### src/rtl/mvp_vertex_transformer_if.sv
// Handshake bundle between the MVP vertex transformer and its neighbours.
//   mvp_matrix [15:0][WI-1:0] row-major matrix, element (r,c) at index 4*r+c
//   in_vertex  [3:0][WI-1:0]  homogeneous input vertex, [0]=x [1]=y [2]=z [3]=w
//   in_valid / in_ready       input handshake
//   out_vertex [3:0][WO-1:0]  clip-space output vertex, same component order
//   out_valid / out_ready     output handshake
// master: the side that supplies vertices and consumes results (upstream/downstream).
// slave : the transformer itself.
interface mvp_vertex_transformer_if #(
  parameter int WII = 8,
  parameter int WIF = 8,
  parameter int WOI = 8,
  parameter int WOF = 8
);
  localparam int WI = WII + WIF;
  localparam int WO = WOI + WOF;

  logic [15:0][WI-1:0] mvp_matrix;
  logic [3:0][WI-1:0]  in_vertex;
  logic                in_valid;
  logic                in_ready;
  logic [3:0][WO-1:0]  out_vertex;
  logic                out_valid;
  logic                out_ready;

  modport master (
    output mvp_matrix, in_vertex, in_valid, out_ready,
    input  in_ready, out_vertex, out_valid
  );

  modport slave (
    input  mvp_matrix, in_vertex, in_valid, out_ready,
    output in_ready, out_vertex, out_valid
  );
endinterface

### src/rtl/mvp_vertex_transformer.sv
// Applies a latched 4x4 MVP matrix to one homogeneous vertex, one matrix row per
// cycle on four signed multipliers, producing a fixed-point clip-space vertex.
// Ports:
//   Clk    rising-edge system clock
//   Reset  asynchronous, active-high reset; aborts any vertex in flight
//   bus    mvp_vertex_transformer_if.slave (matrix/vertex in, vertex out, valid/ready)
// Parameters: WII/WIF integer/fraction bits of inputs, WOI/WOF of outputs (0 <= WOF <= 2*WIF).
// Build option: define VT_SATURATE_EN to clamp each row result to the output range;
// otherwise results wrap to the low WOI+WOF bits.
// Timing: accept at edge T, rows 0..3 written at T+1..T+4, out_valid high after T+4.
module mvp_vertex_transformer #(
  parameter int WII = 8,
  parameter int WIF = 8,
  parameter int WOI = 8,
  parameter int WOF = 8
) (
  input logic                   Clk,
  input logic                   Reset,
  mvp_vertex_transformer_if.slave bus
);
  localparam int WI = WII + WIF;
  localparam int WO = WOI + WOF;
  localparam int PW = 2 * WI;
  localparam int SW = PW + 2;
  localparam int SH = 2 * WIF - WOF;

  typedef enum logic [1:0] {IDLE, MAC, DONE} state_t;

  state_t              state;
  state_t              state_next;
  logic                in_ready;
  logic                out_valid;
  logic [15:0][WI-1:0] m_lat;
  logic [3:0][WI-1:0]  v_lat;
  logic [1:0]          row;
  logic [3:0][WO-1:0]  out_q;

  logic signed [PW-1:0] prod;
  logic signed [SW-1:0] acc;
  logic [WO-1:0]        row_res;
`ifdef VT_SATURATE_EN
  logic signed [SW-1:0] scaled;
`endif

  always_ff @(posedge Clk or posedge Reset) begin
    if (Reset) state <= IDLE;
    else       state <= state_next;
  end

  always_comb begin
    state_next = state;
    in_ready   = 1'b0;
    out_valid  = 1'b0;
    case (state)
      IDLE: begin
        in_ready = 1'b1;
        if (bus.in_valid) state_next = MAC;
      end
      MAC: begin
        if (row == 2'd3) state_next = DONE;
      end
      DONE: begin
        out_valid = 1'b1;
        if (bus.out_ready) state_next = IDLE;
      end
      default: state_next = IDLE;
    endcase
  end

  // Current row dot product: full-width products, two guard bits, no truncation.
  always_comb begin
    prod = '0;
    acc  = '0;
    for (int unsigned c = 0; c < 4; c++) begin
      prod = $signed(m_lat[{row, c[1:0]}]) * $signed(v_lat[c[1:0]]);
      acc  = acc + {{2{prod[PW-1]}}, prod};
    end
  end

  // Arithmetic shift floors toward -inf; the result is then clamped or wrapped.
`ifdef VT_SATURATE_EN
  always_comb begin
    scaled  = acc >>> SH;
    row_res = scaled[WO-1:0];
    if (scaled[SW-1:WO-1] != '0 && scaled[SW-1:WO-1] != '1) begin
      row_res = scaled[SW-1] ? {1'b1, {(WO-1){1'b0}}} : {1'b0, {(WO-1){1'b1}}};
    end
  end
`else
  always_comb begin
    row_res = WO'(acc >>> SH);
  end
`endif

  always_ff @(posedge Clk or posedge Reset) begin
    if (Reset) begin
      m_lat <= '0;
      v_lat <= '0;
      row   <= '0;
      out_q <= '0;
    end else begin
      case (state)
        IDLE: begin
          if (bus.in_valid) begin
            m_lat <= bus.mvp_matrix;
            v_lat <= bus.in_vertex;
            row   <= '0;
          end
        end
        MAC: begin
          out_q[row] <= row_res;
          row        <= row + 2'd1;
        end
        default: ;
      endcase
    end
  end

  assign bus.in_ready   = in_ready;
  assign bus.out_valid  = out_valid;
  assign bus.out_vertex = out_q;
endmodule

### src/flat_wrapper.sv
// flat-port wrapper written by rule: the top's interface ports become plain ports
module mvp_vertex_transformer_flat 
#(
  parameter int WII = 8,
  parameter int WIF = 8,
  parameter int WOI = 8,
  parameter int WOF = 8
)
  (Clk, Reset, bus_mvp_matrix, bus_in_vertex, bus_in_valid, bus_out_ready, bus_in_ready, bus_out_vertex, bus_out_valid);
  mvp_vertex_transformer_if #(.WII(WII), .WIF(WIF), .WOI(WOI), .WOF(WOF)) bus_i ();
  input logic Clk;
  input logic Reset;
  input wire logic [$bits(bus_i.mvp_matrix)-1:0] bus_mvp_matrix;
  input wire logic [$bits(bus_i.in_vertex)-1:0] bus_in_vertex;
  input wire logic [$bits(bus_i.in_valid)-1:0] bus_in_valid;
  input wire logic [$bits(bus_i.out_ready)-1:0] bus_out_ready;
  output wire logic [$bits(bus_i.in_ready)-1:0] bus_in_ready;
  output wire logic [$bits(bus_i.out_vertex)-1:0] bus_out_vertex;
  output wire logic [$bits(bus_i.out_valid)-1:0] bus_out_valid;
  assign bus_i.mvp_matrix = bus_mvp_matrix;
  assign bus_i.in_vertex = bus_in_vertex;
  assign bus_i.in_valid = bus_in_valid;
  assign bus_i.out_ready = bus_out_ready;
  assign bus_in_ready = bus_i.in_ready;
  assign bus_out_vertex = bus_i.out_vertex;
  assign bus_out_valid = bus_i.out_valid;
  mvp_vertex_transformer #(.WII(WII), .WIF(WIF), .WOI(WOI), .WOF(WOF)) u_core (.Clk(Clk), .Reset(Reset), .bus(bus_i));
endmodule
### config.mk
export PLATFORM = sky130hd
export DESIGN_NAME = mvp_vertex_transformer_flat
export DESIGN_NICKNAME = d
export VERILOG_FILES = /design/src/rtl/mvp_vertex_transformer_if.sv /design/src/rtl/mvp_vertex_transformer.sv /design/src/flat_wrapper.sv
export SDC_FILE = /design/constraint.sdc
export NUM_CORES = 2
export LEC_CHECK = 0
export CAP_MARGIN = 30
export CORE_AREA = 2 2 336 471
export DETAILED_ROUTE_END_ITERATION = 12
export DIE_AREA = 0 0 338 473
export SYNTH_ARGS = -nofsm -noshare
export SYNTH_HDL_FRONTEND = slang
export SYNTH_SLANG_ARGS = --single-unit
### constraint.sdc
create_clock -name Clk -period 12.9 [get_ports Clk]
set_clock_uncertainty 0.2 [all_clocks]
set_input_delay 1.29 -clock Clk [delete_from_list [all_inputs] [get_ports Clk]]
set_output_delay 1.29 -clock Clk [all_outputs]
set_load 0.02 [all_outputs]
**Word level (Yosys, flattened, before mapping)**

Index checks and enable logic that the tools add are counted.

- Word-level logic and storage cells: 71
- Bits in registers: 388
- Output and inout bits: 66

- $lt $le $gt $ge: 6
- Reduce and logical (&&, ||, !) cells: 6
- Eq/ne operators: 6
- Multiply operators: 4
- Multiplexer cells: 19
- Add/sub/neg operators: 4

Operators by type and width:

| cell | number |
|---|---|
| $bmux W16 S2 | 4 |
| $mul A16 B16 Y24 | 4 |
| $mux W16 | 5 |
| $add A24 B24 Y24 | 3 |
| $bwmux W64 | 1 |
| $demux W16 S2 | 1 |
| $lt A4 B5 Y1 const B | 4 |
| $mux W2 | 4 |
| $pmux W2 S3 | 1 |
| $eq A2 B2 Y1 const B | 2 |
| $ne A2 B2 Y1 const B | 2 |
| $pmux W2 S2 | 1 |
| $reduce_and A2 Y1 | 2 |
| $lt A2 B3 Y1 const B | 1 |
| $reduce_and A3 Y1 | 1 |
| $add A2 B1 Y2 const B | 1 |
| $eq A2 B1 Y1 const B | 1 |
| $ge A2 B1 Y1 const B | 1 |
| $logic_not A2 Y1 | 1 |
| $mux W1 | 2 |
| $ne A2 B1 Y1 const B | 1 |
| $reduce_bool A2 Y1 | 1 |
| $logic_and A1 B1 Y1 | 1 |

**Longest topological paths before layout**

- Depth after elaboration: 7
- Gate-level depth with buffers: 37
- Gate-level depth less buffers: 31

**Least setup slack after synthesis**

OpenSTA, ideal clock, no wires.

- Path type: flip-flop to flip-flop
- Start point: register u_core.row[0]
- End point: register u_core.out_q (netlist bit u_core.bus.out_vertex[62])
- Library setup time: 133 ps
- Cell stages (with the launch flop): 36
- Path slack: 2,879 ps
- Clock period less this slack: 10,021 ps
- Arrival time: 9,688 ps
- Data required time: 12,567 ps
- Path buffers: 5
- Cell sequence: dfrtp_1 -> buf_6 -> buf_8 -> buf_6 -> buf_2 -> buf_2 -> mux4_2 -> and2_1 -> fa_1 -> inv_1 -> fa_1 -> fa_1 -> inv_1 -> fa_1 -> inv_1 -> fa_1 -> inv_1 -> fa_1 -> inv_1 -> fa_1 -> inv_1 -> fa_1 -> fa_1 -> inv_1 -> fa_1 -> inv_1 -> ha_1 -> a21o_1 -> a21o_1 -> a2111o_1 -> a41o_1 -> a311o_2 -> a41oi_2 -> o21bai_1 -> xnor2_1 -> o21ai_0

- Cells in the longest elaborated chain, start to end: 7

Ends and longest elaborated chain:

| item | RTL line | RTL |
|---|---|---|
| from (decl) | mvp_vertex_transformer.sv:35 | `logic [1:0] row;` |
| from (signal assigned) | mvp_vertex_transformer.sv:112 | `row <= row + 2'd1;` |
| $bmux W16 S2 | mvp_vertex_transformer.sv:75 | `prod = $signed(m_lat[{row, c[1:0]}]) * $signed(v_lat[c[1:0]]);` |
| $mux W16 (implied by the code) | mvp_vertex_transformer.sv:75 |  |
| $mul A16 B16 Y24 | mvp_vertex_transformer.sv:75 |  |
| $add A24 B24 Y24 (3 in a row) | mvp_vertex_transformer.sv:76 | `acc = acc + {{2{prod[PW-1]}}, prod};` |
| $bwmux W64 (*) | mvp_vertex_transformer.sv:111 | `out_q[row] <= row_res;` |
| to (signal, indexed assignment) | mvp_vertex_transformer.sv:111 |  |
| to (decl) | mvp_vertex_transformer.sv:36 | `logic [3:0][WO-1:0] out_q;` |

Every way passes the cells marked *; elsewhere a longest branch is shown, timed or not. The select of a mux whose other input is x is not followed.
A chain may end at the register's enable or synchronous reset.

**Worst setup path in the final report**

- Start point: register u_core.row[0]
- End point: register u_core.out_q (netlist bit u_core.bus.out_vertex[30])

Same word-level chain as after synthesis.

==> flow_summary_export.csv <==
group,metric,value,unit
logic_synthesis,synthCells,4283,
detailed_routing,top_layer,"met5",
timing,fmax,95.2,MHz
global_routing,grt_overflow_total,0,
flow_run,maxCapViolCount,0,
place,portBuffers,389,
global_routing,grt_pass1_vias,33825,
detailed_routing,drt_iter0_drc,1324,
layout,ff_latch_area,9720,sq um
layout,area_delta_synth_final,16.1,%
logic_synthesis,synth_nets,5706,
logic_synthesis,ys_ff_latch,388,
logic_synthesis,yosys-top-cells-area,"fa_1 38%, dfrtp_1 21%, inv_1 8.2%",
layout,n_fill_cell,15721,
detailed_routing,routed_wl,132000,um
logic_synthesis,synth_edf_count,0,
detailed_routing,met3_length,6990,um
floorplan,ios,390,
cts,cts.sink_count,388,
logic_synthesis,synthFlopType,"dfrtp_1",
layout,layout-drive-gt1-share,0.106,
timing,worstMarginPinSlew,966,ps
place,hpwl,109000,um
timing,setup_viol,0,
worst_setup_path,critical_path_class,"reg2reg",
cts,cts_buffers,44,
worst_setup_path,crit_path_max_incr_delay,790,ps
detailed_routing,first_pass_iters,6,
run_status,status,"finished, final reports clean",
timing,post-route-period-util,0.815,
worst_setup_path,cp_top_family,"adder cells",
worst_setup_path,critPathMostFrequentCell,"fa_1",
global_routing,grt_max_degree,156,
detailed_routing,drc,0,
timing,rsz0062_at_grt,"false",
cts,post_cts_buffers,0,
logic_synthesis,syn_area,46400,sq um
cts,clockRootBuffer,"clkbuf_16",
worst_setup_path,cp_slowest_cell,"dfrtp_4",
timing,slew_headroom,0.356,
floorplan,die-area,160000,sq um
worst_setup_path,start_kind,"flip-flop",
logic_synthesis,synth_area_leader_cell,"fa_1",
floorplan,row_count,172,
worst_setup_path,cp_data_arrival_time,10820,ps
min_path,hp-class,"reg2reg",
cts,h-tree-depth,2,
timing,period_minus_slack,10510,ps
logic_synthesis,synth_top_area_share,0.375,
global_routing,grt_pass1_wl,203000,um
cts,ctsHoldBuffers,0,
floorplan,start_util,0.297,
detailed_routing,drt-met1-wl,49300,um
worst_setup_path,worst-path-buf-inv,7,
timing,finalSetupTns,0,ps
global_routing,antenna_found_initial,11,
cts,clock_latency,660,ps
cts,clk_path_buf_depth,3,
floorplan,die_x,338,um
detailed_routing,vias,30051,
detailed_routing,routedWlPerCell,19.7,um
layout,fin_nets,5987,
worst_setup_path,worst_setup_path_end_kind,"flip-flop",
worst_setup_path,path_max_fanout,28,
logic_synthesis,yosysWarnings,0,
cts,cts_tree,"done",
place,routabilityCongestion,0.880,
cts,cts_resized,0,
detailed_routing,ant_nets,0,
logic_synthesis,synth.distinct_cells,46,
layout,multiInputGateArea,32100,sq um
logic_synthesis,yosysMostFrequentCell,"inv_1",
logic_synthesis,async_flop_share,1.00,
cts,cts.reportedPaths.clkPinSlew,60,ps
timing,slew_viol_final,0,
global_routing,track_usage,0.170,
logic_synthesis,avgSynthCellArea,10.8,sq um
logic_synthesis,ys_top_cells_by_count,"1014 x inv_1, 869 x fa_1, 498 x and2_1, 449 x nand2_1, 388 x dfrtp_1",
detailed_routing,route.met2.wl,69400,um
timing,hold_violations,0,
detailed_routing,viasPerCell,4.49,
floorplan,core-area,156000,sq um
floorplan,die_h,473,um
worst_setup_path,required,13210,ps
logic_synthesis,ys_seq_area_frac,0.209,
-- sequential cells by signal (all words and copies together) (netlist names) --
signal	count
u_core.v_lat	64
u_core.bus.out_vertex	64
u_core.state	2
u_core.row	2
u_core.m_lat	256
-- cells by family after synthesis --
| family | after synthesis | share of synthesized area |
|---|---|---|
| AO/OA/AOI/OAI | 93 | 0.0120 |
| flip-flops | 388 | 0.209 |
| XOR/XNOR | 117 | 0.0234 |
| AND/OR/NAND/NOR | 1006 | 0.111 |
| adder cells (fa/ha/maj) | 1099 | 0.437 |
| multiplexers | 385 | 0.109 |
| buffers and inverters | 1195 | 0.0977 |
-- through the flow --
stage / utilization / setup WS (ps) / area [sq um] / hold slack, ps / cells
global placement: 0.336 / 2350 / 52400 / 262 / 6604
global route: 0.345 / 1760 / 53800 / 304 / 6686
detailed placement: 0.336 / 2290 / 52400 / 270 / 6606
CTS: 0.345 / 2260 / 53800 / 284 / 6685
finish: 0.345 / 2390 / 53800 / 275 / 6688
floorplan: - / 626 / 46400 / 264 / 4283
-- tightest hold or removal path, delay by kind of cell (launching register included) --
kind / cells / cell delay [ps]
simple gates: 1 / 40
flops: 1 / 340
compound gates: 1 / 60
-- metal layers --
metal  vias up  global-route usage
met4        14              0.0740
met2       773               0.306
li1      13178                   -
met1     15876               0.193
met5         -                   0
met3       210              0.0317
-- path summary, 6_finish.rpt --
check,from,end,slack [ps],depth (start not counted)
setup / recovery,u_core.row[0],u_core.bus.out_vertex[30],2390,29
hold / removal,u_core.bus.out_vertex[8],u_core.bus.out_vertex[8],280,2
setup reg to reg,u_core.row[0],u_core.bus.out_vertex[30],2390,29
hold reg to reg,u_core.bus.out_vertex[8],u_core.bus.out_vertex[8],280,2
max in group asynchronous,Reset,u_core.v_lat[26],9470,5
min in group asynchronous,Reset,u_core.m_lat[3],970,2
-- layout by cell type (no fill, tap or decap), drive strengths merged, types with 6 or more instances in the layout --
master / Yosys / layout
buf: 16 / 27
and2: 498 / 498
o21ai: 67 / 67
clkdlybuf4s50: 0 / 389
xor2: 26 / 26
mux2: 320 / 320
nor2: 11 / 11
nor2b: 18 / 18
ha: 230 / 230
a21oi: 6 / 6
nand2: 450 / 450
inv: 1014 / 1021
fa: 869 / 869
xnor2: 88 / 88
clkbuf: 165 / 63
dfrtp: 388 / 388
mux4: 64 / 64
nand2b: 23 / 23
-- layout make-up --
class                           instances  area share
Sequential cell                       388       0.181
Multi-Input combinational cell       2700       0.597
Timing Repair Buffer                  416      0.0773
Inverter                             1014      0.0708
Clock inverter                         16     0.00311
Clock buffer                           63      0.0227
Tap cell                             2088      0.0485
Antenna cell                            3    0.000139
Power is left out: the tool's default activity adds up to more than one toggle a clock period on the data nets, which glitch-free logic cannot reach.
